**config.mk**
```make
export PLATFORM = sky130hd
export DESIGN_NAME = change_dispenser
export DESIGN_NICKNAME = d
export VERILOG_FILES = /design/src/rtl/change_dispenser.sv
export SDC_FILE = /design/constraint.sdc
export NUM_CORES = 1
export LEC_CHECK = 0
export BUFFER_PORTS_ARGS = -buffer_cell sky130_fd_sc_hd__buf_2
export CAP_MARGIN = 20
export CORE_MARGIN = 1.5
export CORE_UTILIZATION = 55
export CTS_CLUSTER_DIAMETER = 120
export DETAILED_ROUTE_END_ITERATION = 8
export GPL_ROUTABILITY_DRIVEN = 0
export PLACE_DENSITY = 0.78
export REMOVE_ABC_BUFFERS = 1
export SLEW_MARGIN = 15
export SYNTH_ARGS = -nofsm -noshare
export SYNTH_HDL_FRONTEND = slang
export SYNTH_SLANG_ARGS = --single-unit
```
**constraint.sdc**
```tcl
create_clock -name clk -period 2.9 [get_ports clk]
set_input_delay 0.29 -clock clk [delete_from_list [all_inputs] [get_ports clk]]
set_output_delay 0.29 -clock clk [all_outputs]
set_load 0.05 [all_outputs]
```
**src/rtl/change_dispenser.sv**
```systemverilog
// Coin-hopper controller: queues owed $10 coins and runs the hopper
// motor one coin at a time, flagging a jam when no coin drops.
module change_dispenser #(
   parameter int TIMEOUT    = 1000,
   parameter int GAP_CYCLES = 8
) (
   input  logic       clk,
   input  logic       reset,
   input  logic       change_return,
   input  logic       coin_sensor,
   input  logic       clear_jam,
   output logic       hopper_drive,
   output logic [3:0] pending,
   output logic [7:0] coins_paid,
   output logic       busy,
   output logic       jam,
   output logic       overflow
);

   localparam int TMAX = (TIMEOUT > GAP_CYCLES) ? TIMEOUT : GAP_CYCLES;
   localparam int TW   = $clog2(TMAX);
   localparam logic [TW-1:0] T_LAST = TW'(TIMEOUT - 1);
   localparam logic [TW-1:0] G_LAST = TW'(GAP_CYCLES - 1);

   typedef enum logic [1:0] {
      IDLE,
      DRIVE,
      GAP,
      JAM
   } state_t;

   state_t        state;
   state_t        state_n;
   logic [TW-1:0] timer;
   logic [TW-1:0] timer_n;
   logic [3:0]    pend_n;
   logic [7:0]    paid_n;
   logic          ovf_n;
   logic          s1;
   logic          s2;
   logic          s3;
   logic          coin_edge;
   logic          accept;

   // Synchronise the raw exit sensor; s3 only serves edge detection
   always_ff @(posedge clk or negedge reset) begin
      if (!reset) begin
         s1 <= 1'b0;
         s2 <= 1'b0;
         s3 <= 1'b0;
      end else begin
         s1 <= coin_sensor;
         s2 <= s1;
         s3 <= s2;
      end
   end

   assign coin_edge = s2 & ~s3;
   assign accept    = coin_edge && (state == DRIVE);

   // Pending queue, paid total and sticky drop flag
   always_comb begin
      pend_n = pending;
      paid_n = coins_paid;
      ovf_n  = overflow;
      if (clear_jam) ovf_n = 1'b0;
      if (change_return && !accept) begin
         if (pending == 4'hf) ovf_n = 1'b1;
         else pend_n = pending + 4'd1;
      end else if (accept && !change_return && pending != 4'd0) begin
         pend_n = pending - 4'd1;
      end
      if (accept) paid_n = coins_paid + 8'd1;
   end

   // Motor sequencing; a coin seen on the timeout cycle still counts
   always_comb begin
      state_n = state;
      timer_n = timer;
      unique case (state)
         IDLE: begin
            timer_n = '0;
            if (pending != 4'd0) state_n = DRIVE;
         end
         DRIVE: begin
            timer_n = timer + TW'(1);
            if (coin_edge) begin
               state_n = GAP;
               timer_n = '0;
            end else if (timer == T_LAST) begin
               state_n = JAM;
               timer_n = '0;
            end
         end
         GAP: begin
            if (timer == G_LAST) begin
               state_n = (pending != 4'd0) ? DRIVE : IDLE;
               timer_n = '0;
            end else begin
               timer_n = timer + TW'(1);
            end
         end
         JAM: begin
            timer_n = '0;
            if (clear_jam) state_n = IDLE;
         end
         default: begin
            state_n = IDLE;
            timer_n = '0;
         end
      endcase
   end

   // State, counters and registered outputs derived from next state
   always_ff @(posedge clk or negedge reset) begin
      if (!reset) begin
         state        <= IDLE;
         timer        <= '0;
         pending      <= 4'd0;
         coins_paid   <= 8'd0;
         overflow     <= 1'b0;
         hopper_drive <= 1'b0;
         jam          <= 1'b0;
         busy         <= 1'b0;
      end else begin
         state        <= state_n;
         timer        <= timer_n;
         pending      <= pend_n;
         coins_paid   <= paid_n;
         overflow     <= ovf_n;
         hopper_drive <= (state_n == DRIVE);
         jam          <= (state_n == JAM);
         busy         <= (state_n != IDLE) || (pend_n != 4'd0);
      end
   end

endmodule

```
* Yosys cells after proc, flatten, opt, wreduce, memory -nomap -nowiden
Cells that the tools add are included.
Storage, ports and cells: flip-flop bits (word level) 31, bits in latches 0, memory bits (writable) 0, memory bits (read-only) 0, input bits 5, output and inout bits 16, logic and storage cells 54, memories 0
Operators by class: $add $sub $neg 4, multipliers 0, divide/modulo/power cells 0, $lt $le $gt $ge 0, equal/unequal tests 8, shifts and indexed selects 0, multiplexer cells 17, bitwise operators 2, reduce and logical (&&, ||, !) cells 12
Operator list (number):
- $mux 10 | 3
- $pmux 10 s3 | 1
- $mux 4 | 3
- $add 10x1->10 const B | 1
- $eq 10x10->1 const B | 1
- $eq 10x3->1 const B | 1
- $mux 2 | 5
- $add 8x1->8 const B | 1
- $pmux 2 s4 | 1
- $reduce_bool 4->1 | 2
- $eq 2x2->1 const B | 3
- $add 4x1->4 const B | 1
- $eq 2x1->1 const B | 2
- $eq 4x4->1 const B | 1
- $logic_and 1x1->1 | 4
- $mux 1 | 4
- $sub 4x1->4 const B | 1
- $logic_not 1->1 | 2
- $logic_not 2->1 | 1
- $reduce_bool 2->1 | 1
- $reduce_or 2->1 | 1
- $and 1x1->1 | 1
- $logic_or 1x1->1 | 1
- $not 1->1 | 1

* Longest topological paths before layout
word-level depth 9, gate-level depth with buffers 7, mapped depth without buffers 7

* Worst setup path after synthesis
Ideal clock, no wire load.
path type reg2reg, start point register pending[0], end point register busy, library setup time 0.139 ns, arrival 2.265 ns, data required time 2.761 ns, slack 0.497 ns, cell stages (with the launch flop) 8, buffers on the path 0, clock period less this slack 2.403 ns, cells stage by stage dfrtp_1 inv_1 ha_1 nor3b_1 or4_1 o2111ai_1 or3_1 or4_1
Between the ends: word-level cells in the longest chain between the ends 6, elaborated cells between the ends (all ways) 15, those cells by class add/sub: 2; eq/ne: 1; mux: 7; reduce/logical: 5
RTL lines:
- start: declaration | line 13 | output logic [3:0] pending,
- start signal: assignment | line 128 | pending <= pend_n;
- parallel branches: the longest is 3 deep, another holds $sub 4x1->4
- $mux 4 * | line 67 | if (change_return && !accept) begin
- net pend_n[0] | line 36 | logic [3:0] pend_n;
- $reduce_bool 4->1 * | line 133 | busy <= (state_n != IDLE) || (pend_n != 4'd0);
- $logic_or 1x1->1 * | line 133
- end signal: assignment | line 133
- end: declaration | line 15 | output logic busy,
Mark *: on every way through the listed nets, which the timed path passes. A chain may end at the register's enable or synchronous reset.

* Worst setup path in the final report
Ends and elaborated chain as after synthesis.

==> impl_results.md <==
- CTS tree: built
- Peak supply drop: 0.5946 mV
- Die ar.: 3043 sq um
- Worst-margin pin slew: 655.8 ps
- Tmin final: 2445 ps
- Critical Path Most Common Cell: or4_1
- Number of synthesized register bits: 31
- Crit Reg-Reg Startpoint: pending[0]$_DFF_PN0_
- FF-to-FF path depth: 7
- Crit Path Category: reg -> reg
- Grt ovf: 0
- Post-CTS Setup Inserts: 0
- FF-to-FF setup slack: 460 ps
- Place WS: roughly 460 ps
- Mapped cell area: 1496 sq um
- Endpoints failing hold: 29
- Crit-path cells: inv_1, ha_1, nor3b_1, or4_1, o2111ai_1, or3_1, or4_1
- Vias in the first global route: 1067
- Chip width: 55.16 microns
- Vias per std cell: 5.776
- CP top delay family: simple AND/OR/NAND/NOR gates
- Gr usage total: between 20 and 25%
- # diodes: 0
- Routed Antenna Nets: 0
- Status: finished, violations left
- Syn Inst Count: between 100 and 150
- Worst setup SP type: register
- CTS HTree Levels: 2
- Final net count: between 150 and 200
- Arr. time, crit path: 2640 ps
- Clock latency on the worst-skew pair: 320 ps
- Max Cap Viol: 0
- Yosys top cell area share: between 50% and 60%
- WL final: about 2.8 mm
- Dominant cells by area after synthesis: dfrtp_1 (52%), xnor2_1 (6.4%), nor2_1 (3.5%)
- CTS sink cnt: 31
- Netlist cell types: 38
- FMAX: slightly above 400 MHz
- WP depth: 7
- Input/output buffers: 20
- Crit path buf inv count: 1
- Critical path's slowest cell: nor3b_1
- Clock transition at path regs: 90 ps
- Critical path endpoint: busy$_DFF_PN0_
- Post-synth EDFFs: 0
- Yosys warning count: 0
- Multi-input gate area: 681.9 sq um
- Worst slew margin: approximately 56%
- Drt drc: 0
- Initial antenna violation count: 0
- Min Hold Slack: -6.594 ps
- Fin util: between 60% and 70%
- Pwr dens: a little under 1000 nW/um^2
- Largest net degree at the start of global routing: 32
- Fillers: between 150 and 200
- Root Buffer: clkbuf_4
- Register area: between 700 and 800 sq um
- Required time worst endpoint: 3090 ps
- Initial core utilization: 59.33%
- Critical path launch point: pending[0]$_DFF_PN0_
- Iteration-0 DRC Markers: 14
- Clock buffer depth: 2
- Ys flop type: dfrtp_1
- Mean Syn Cell Area: 10.69 sq um
- Final Cycle Share: 84.29%
- Dpl hpwl: 1.995 mm
- Leakage: 0.7836 nW
- Die span in y: 55.16 microns
- Reg2reg end: busy$_DFF_PN0_
- Critical Path Sink Type: register
- Core area: 2522 sq um
- Critical Path Fanout Max: 8
- # setup viols final: 0
- I/O pin cnt: 21
- CP peak stage delay: 490 ps
- Worst Hold Class: in -> async
- WL/cell: 14.18 microns
- First-pass GRT wire length: 4.485 mm
- Failing checks: hold timing
- Setup TNS: 0 ps
- Setup Skew: about 7.1 ps
- Share of cells above drive strength 1: 21.08%
- Synth area leader: dfrtp_1
- Async SR Flop Fraction: 100.0%
- Cell row count: 18
- Area grow syn2layout: 13.96%
- Cts bufs inserted: 5
- PnR worst setup slack: 455.5 ps
- Routed vias: 1132
- Unrepaired setup endpoints after global routing: false
- Seq/Total Area, Yosys: 51.84%
- Resized cells post-CTS: 0
- DR pass1 iterations: 4
- Cts hold-fix bufs: 0
- Max Slew Vio Count: 0
==> power by group <==
group	internal (mW)	leakage (nW)	total, mW	switching, mW
registers	0.535	0.395	0.670	0.134
clock network	0.143	0.0386	0.278	0.136
logic	0.228	0.350	0.717	0.488
==> cells in the mapped netlist, types with 2 or more instances <==
cell type  number
or4_1           3
nor3b_1         3
nor3_1          3
dfrtp_1        31
clkbuf_1        4
inv_1           5
and3_1          6
xnor2_1        11
xor2_1          4
nand2_1         6
nand4bb_1       2
nand3_1         8
nand4_1         5
or3_1           2
a311oi_1        2
o21ai_0         4
nor2_1         14
nor2b_1         3
ha_1            4
nand2b_1        2
==> layer usage <==
metal  GRT usage [%]  vias to the layer above  share of wire [%]
met5               0                        -                  0
met4           7.317                        0                1.2
met3           8.602                        6                3.3
met2           39.29                       17                 50
met1           22.07                      556                 45
li1                -                      553                  -
==> worst register-to-register path, delay by kind of cell, from the launching register on <==
kind            cells  cell delay (ps)
compound gates      1              120
simple gates        4             1440
buf+inv             1              110
flops               1              470
fa+ha+maj           1              180
==> flip-flops by register name, indices dropped and copies added, names as in the netlist <==
signal	cells
timer	10
pending	4
s3	1
coins_paid	8
hopper_drive	1
busy	1
s1	1
state	2
overflow	1
jam	1
s2	1
==> cell type report <==
class,instances,share of cell area (%)
Tap cell,30,2.201
Sequential cell,31,45.49
Multi-Input combinational cell,99,39.99
Clock buffer,8,4.035
Timing Repair Buffer,23,7.190
Inverter,5,1.101
==> logic make-up (layout without fill, tap and decap cells) <==
kind of cell	after synthesis	after routing	synth area share (%)
DFF	31	31	51.84
xor gates and xnor gates	15	15	8.779
and+or+nand+nor	63	63	24.33
buffers and inverters	10	36	2.591
adders and majority gates	4	4	3.345
AOI/OAI and AO/OA	17	17	9.116
==> metrics by stage <==
stage,std cells,total power [mW],instance area (sq um)
6_report,196,1.664,1705
5_1_grt,196,1.782,1705
4_1_cts,196,1.675,1705
3_5_place_dp,188,1.393,1637
3_3_place_gp,188,1.369,1637
2_1_floorplan,135,1.197,1476
==> placed cells by master, fill, tap and decap left out, drive strengths merged, types with 5 or more instances in the layout <==
master | Yosys | routed
inv | 5 | 5
nand4 | 5 | 5
dfrtp | 31 | 31
nand2 | 6 | 6
and3 | 7 | 7
nor2 | 14 | 14
clkbuf | 4 | 8
nand3 | 8 | 8
buf | 1 | 23
xnor2 | 11 | 11
==> worst min path at each step <==
stage / start / to
final: reset / pending[0]$_DFF_PN0_
after global routing: reset / pending[0]$_DFF_PN0_
after CTS: reset / timer[8]$_DFF_PN0_
after detailed placement: s1$_DFF_PN0_ / s2$_DFF_PN0_
after global placement: s1$_DFF_PN0_ / s2$_DFF_PN0_
after floorplan: reset / busy$_DFF_PN0_
Note: power is estimated with default switching activity, not from simulation.
